File: src/rtl/fetch_control.sv
// Program-counter sequencing FSM: issues instruction/data memory enables, holds
// the PC while memory is busy, and halts on a decoded halt or a wait timeout.
module fetch_control #(
   parameter int TIMEOUT = 256,
   parameter int CNT_W   = 16
) (
   input  logic             CLK,
   input  logic             RST,
   input  logic             ihit,
   input  logic             dhit,
   input  logic             dren,
   input  logic             dwen,
   input  logic             halt,
   output logic             pcenable,
   output logic             imemREN,
   output logic             dmemREN,
   output logic             dmemWEN,
   output logic             halted,
   output logic             timeout_err,
   output logic [CNT_W-1:0] stall_cnt,
   output logic [1:0]       state_dbg
);

   typedef enum logic [1:0] {
      IDLE  = 2'd0,
      FETCH = 2'd1,
      MEM   = 2'd2,
      HALT  = 2'd3
   } state_t;

   localparam logic [15:0] WAIT_LIMIT = 16'(TIMEOUT - 1);

   state_t      state, state_n;
   logic [15:0] wait_cnt, wait_cnt_n;
   logic        req_rd, req_rd_n;
   logic        req_wr, req_wr_n;
   logic        waiting;
   logic        to_timeout;
   logic        stall_inc;

   always_ff @(posedge CLK or posedge RST) begin
      if (RST) begin
         state       <= IDLE;
         wait_cnt    <= '0;
         req_rd      <= 1'b0;
         req_wr      <= 1'b0;
         stall_cnt   <= '0;
         halted      <= 1'b0;
         timeout_err <= 1'b0;
      end else begin
         state       <= state_n;
         wait_cnt    <= wait_cnt_n;
         req_rd      <= req_rd_n;
         req_wr      <= req_wr_n;
         halted      <= halted | (state_n == HALT);
         timeout_err <= timeout_err | to_timeout;
         if (stall_inc)
            stall_cnt <= stall_cnt + 1'b1;
      end
   end

   // Outputs decode from the registered state so reset clears them at once.
   always_comb begin
      state_n    = state;
      req_rd_n   = req_rd;
      req_wr_n   = req_wr;
      pcenable   = 1'b0;
      imemREN    = 1'b0;
      dmemREN    = 1'b0;
      dmemWEN    = 1'b0;
      waiting    = 1'b0;
      to_timeout = 1'b0;
      case (state)
         IDLE: state_n = FETCH;
         FETCH: begin
            imemREN = 1'b1;
            if (ihit) begin
               if (halt) begin
                  state_n = HALT;
               end else if (dren | dwen) begin
                  state_n  = MEM;
                  req_wr_n = dwen;
                  req_rd_n = dren & ~dwen;
               end else begin
                  pcenable = 1'b1;
               end
            end else begin
               waiting = 1'b1;
               if (wait_cnt == WAIT_LIMIT) begin
                  state_n    = HALT;
                  to_timeout = 1'b1;
               end
            end
         end
         MEM: begin
            dmemREN = req_rd;
            dmemWEN = req_wr;
            if (dhit) begin
               pcenable = 1'b1;
               state_n  = FETCH;
            end else begin
               waiting = 1'b1;
               if (wait_cnt == WAIT_LIMIT) begin
                  state_n    = HALT;
                  to_timeout = 1'b1;
               end
            end
         end
         HALT: state_n = HALT;
         default: state_n = IDLE;
      endcase
   end

   // Watchdog restarts on any state change or hit; it never exceeds WAIT_LIMIT.
   always_comb begin
      wait_cnt_n = '0;
      if (state_n == state && waiting)
         wait_cnt_n = wait_cnt + 16'd1;
   end

   assign stall_inc = ((state == FETCH) || (state == MEM)) && !pcenable &&
                      (stall_cnt != {CNT_W{1'b1}});
   assign state_dbg = state;

endmodule
File: config.mk
export PLATFORM = sky130hd
export DESIGN_NAME = fetch_control
export DESIGN_NICKNAME = d
export VERILOG_FILES = /design/src/rtl/fetch_control.sv
export SDC_FILE = /design/constraint.sdc
export NUM_CORES = 1
export LEC_CHECK = 0
export CORE_ASPECT_RATIO = 1.2
export CORE_MARGIN = 2
export CORE_UTILIZATION = 48
export CTS_CLUSTER_DIAMETER = 60
export DETAILED_ROUTE_END_ITERATION = 10
export GPL_ROUTABILITY_DRIVEN = 0
export HOLD_SLACK_MARGIN = 0.05
export PLACE_DENSITY = 0.85
export SLEW_MARGIN = 5
export SYNTH_ARGS = -nofsm -noshare
export SYNTH_HDL_FRONTEND = slang
export SYNTH_SLANG_ARGS = --single-unit
export TNS_END_PERCENT = 20
File: constraint.sdc
create_clock -name CLK -period 1.8 [get_ports CLK]
set_input_delay 0.18 -clock CLK [delete_from_list [all_inputs] [get_ports CLK]]
set_output_delay 0.18 -clock CLK [all_outputs]
set_load 0.03 [all_outputs]
==> results by group <==
Synthesis
  – Synth area leader: dfrtp_1
  – Net count after synthesis: slightly above 200
  – Proportion of synthesized flip-flops having asynchronous set or reset: 1.00
  – Cell area after technology mapping: between 1500 and 2000 sq um
  – Post-synth EDFFs: 0
  – Portion of the post-synthesis area used by sequential elements: 0.477
  – Dominant synthesized flop cell: dfrtp_1
  – Post-synthesis instance total: approximately 190
  – Leading post-synthesis cells by cell area: dfrtp_1 48%, xnor2_1 7.9%, xor2_1 4.8%
  – Cell variety after synth: between 40 and 50
  – Mean area per synthesized cell: approximately 11 sq um
  – Syn. warnings: 0
  – Share of Yosys cell area claimed by the top area cell type: 0.477
  – Flip-flop and latch count after synthesis: 38

Global routing
  – Antenna violations before repair: 0
  – First-pass GRT wire length: between 7000 and 8000 microns
  – Vias in the first global route: 1755
  – Leftover overflow at the end of global routing: 0
  – Largest net degree at the start of global routing: 39
  – Overall global routing resource usage: 0.208

Floorplan
  – Initial Util: 0.502
  – Area of the core: about 4000 sq um
  – Die height: 74.6 microns
  – Boundary Pins: 31
  – DIE AREA: roughly 4700 sq um
  – Floorplan die width: 62.8 microns
  – Site row count: 25

Clock tree
  – Clock sink count: 38
  – Cts hold-fix bufs: 0
  – Clock buffers created by TritonCTS: 5
  – Clock tree from TritonCTS: done
  – H-Tree Depth: 2
  – Clock slew at reported path FFs: about 80 ps
  – Clock tree buffer depth: 2
  – Root buffer selected by CTS: clkbuf_8
  – Worst-skew pair later-pin latency: between 200 and 300 ps

Timing
  – Slew of the pin with the lowest slew margin: 456 ps
  – Final critical-path share of the clock period: 1.10
  – RSZ-0062 raised after global routing: yes
  – Number of setup violations in the final report: 18
  – Final critical-path required period: about 2000 ps
  – Highest achievable clock rate: 503 MHz
  – Final setup margin: -188 ps
  – Relative slew slack: 0.696
  – Final number of hold-violating endpoints: 0
  – Slew Limit Fails: 0
  – Maximum clock skew at final layout: 8.35 ps

Min path
  – Hold Path Class: input pin to async pin

Drt
  – Routed via count divided by cell count: between 5 and 6
  – DRC violations left: 0
  – Post-detailed-routing wire length: 4550 microns
  – Number of search-and-repair iterations in the first detailed-routing pass: 5
  – Antenna viol nets, final: 0
  – Detailed-route wire length per cell: 14.2 microns
  – Via count of the routed design: around 1.7k
  – 1st-iter DRT viols: between 60 and 70

Final layout
  – Fill cell total of the finished layout: approximately 310
  – Share of final-layout standard cells stronger than drive strength 1: 0.278
  – Antenna diode count: 0
  – Area added between synthesis and finish: 43.1%
  – Post-Route Utilization: 0.718
  – Total Nets Final: about 280

Power
  – Worst vdd rail ir drop: slightly below 0.8 mV
  – Leakage: between 1 and 1.5 nW
  – Total power of the final layout: roughly 3.8 mW
  – Pwr dens: 1340 nW/um^2

Critical path
  – Crit. Startpoint: wait_cnt[8]$_DFF_PP0_
  – Required time of the worst setup path: a little under 2000 ps
  – Crit end category: flop
  – Kind of critical path: flop to flop
  – Kind of launch point of the worst setup path: flop
  – FF-to-FF Start: wait_cnt[8]$_DFF_PP0_
  – Arrival time of the worst setup path: between 2000 and 2500 ps
  – Maximum fanout encountered on the critical timing path: 16

Place
  – Sum of net half-perimeters after detailed placement: between 3000 and 4000 microns
  – Total of buffers placed on input and output ports: 30

Outcome
  – Outcome: finished with violations
  – Violated checks: negative setup slack

Job
  – Max-cap violations: 0
[state kept, by name, summed over array words and instances (netlist names)]
register / flops
state_dbg: 2
stall_cnt: 16
wait_cnt: 16
timeout_err: 1
req_wr: 1
halted: 1
req_rd: 1
[cells in the final DEF (no fill, tap or decap), drive strengths merged, types with 2 or more instances in the layout]
master,instances
nand4,12
nand2,10
inv,6
and4,2
nand3,9
xor2,11
xnor2,18
a21o,2
or4,2
nor2b,4
buf,45
and3,8
nand3b,2
dfrtp,38
ha,6
and2,4
nand2b,3
clkdlybuf4s50,26
clkbuf,7
o21ai,2
o211ai,2
nor2,21
a21oi,4
[stage by stage]
step / instances / hold slack [ps] / setup TNS (ps) / area [sq um] / setup slack (ps)
4_1_cts: 319 / 305 / -2430 / 2840 / -166
5_1_grt: 320 / 340 / -4030 / 2850 / -244
2_1_floorplan: 189 / 291 / -1870 / 2050 / -121
3_3_place_gp: 310 / 448 / -1030 / 2710 / -65.5
6_report: 320 / 291 / -2820 / 2850 / -188
3_5_place_dp: 310 / 443 / -2270 / 2710 / -149
[Yosys cell counts (2+ instances only)]
master / count
dfrtp_1: 38
nor2_1: 21
xnor2_1: 18
nand4_1: 12
xor2_1: 11
nand2_1: 10
nand3_1: 9
and3_1: 8
ha_1: 6
inv_1: 6
a21oi_1: 4
and2_1: 4
nor2b_1: 4
nand2b_1: 3
a21o_1: 2
and4_1: 2
buf_2: 2
nand3b_1: 2
o21ai_0: 2
[cells by family after synthesis]
family / after synthesis / share of synthesized area
AND/OR/NAND/NOR: 80 / 0.221
flip-flops: 38 / 0.477
XOR/XNOR: 29 / 0.127
AO/OA/AOI/OAI: 25 / 0.107
buffers and inverters: 10 / 0.0239
adder cells (fa/ha/maj): 6 / 0.0377
multiplexers: 1 / 0.00565
[final cells by class]
class,count,area (sq um),area share
clock inverter,2,12.5,0.00439
inverter,6,22.5,0.00790
sequential,38,953,0.334
tap,54,67.6,0.0237
clock buffer,6,82.6,0.0290
multi-input combinational,141,1070,0.376
timing repair buffer,73,641,0.225
[power by group]
group / internal [mW] / switching, mW / leakage [nW]
registers: 1.00 / 0.115 / 0.505
logic: 1.01 / 1.09 / 0.700
clock network: 0.308 / 0.293 / 0.0472
total: 2.32 / 1.50 / 1.25
[per-layer routing]
metal	GRT usage	up-vias	wire (microns)	share of wire
li1	-	825	-	-
met1	0.217	875	1800	0.39
met2	0.417	40	2550	0.56
met3	0.0439	6	163	0.036
met4	0.0691	0	44	0.0097
met5	0	-	0	0
[path summary, 6_finish.rpt]
check | to | slack, ps | depth (start not counted)
max | wait_cnt[8]$_DFF_PP0_ | -190 | 6
min | stall_cnt[2]$_DFFE_PP0P_ | 290 | 3
max reg2reg | wait_cnt[8]$_DFF_PP0_ | -190 | 6
min reg2reg | halted$_DFF_PP0_ | 460 | 1
max in group asynchronous | state_dbg[0]$_DFF_PP0_ | 1160 | 3
min in group CLK | halted$_DFF_PP0_ | 460 | 1
[timing repair]
| action | in CTS | in global routing |
|---|---|---|
| endpoints found under the setup margin | 22 | 22 |
| pin swaps | 1 | 1 |
| buffers inserted | 1 | 1 |
| resized for setup | 8 | 3 |
[critical path, stage by stage, from the launching register on]
cell      delay, ps
dfrtp_1         400
or4_4           560
nor4_4          350
a211oi_2        120
o211ai_4        210
buf_12          170
nor2_1           60
No activity file was read; power rests on OpenSTA's default activity.
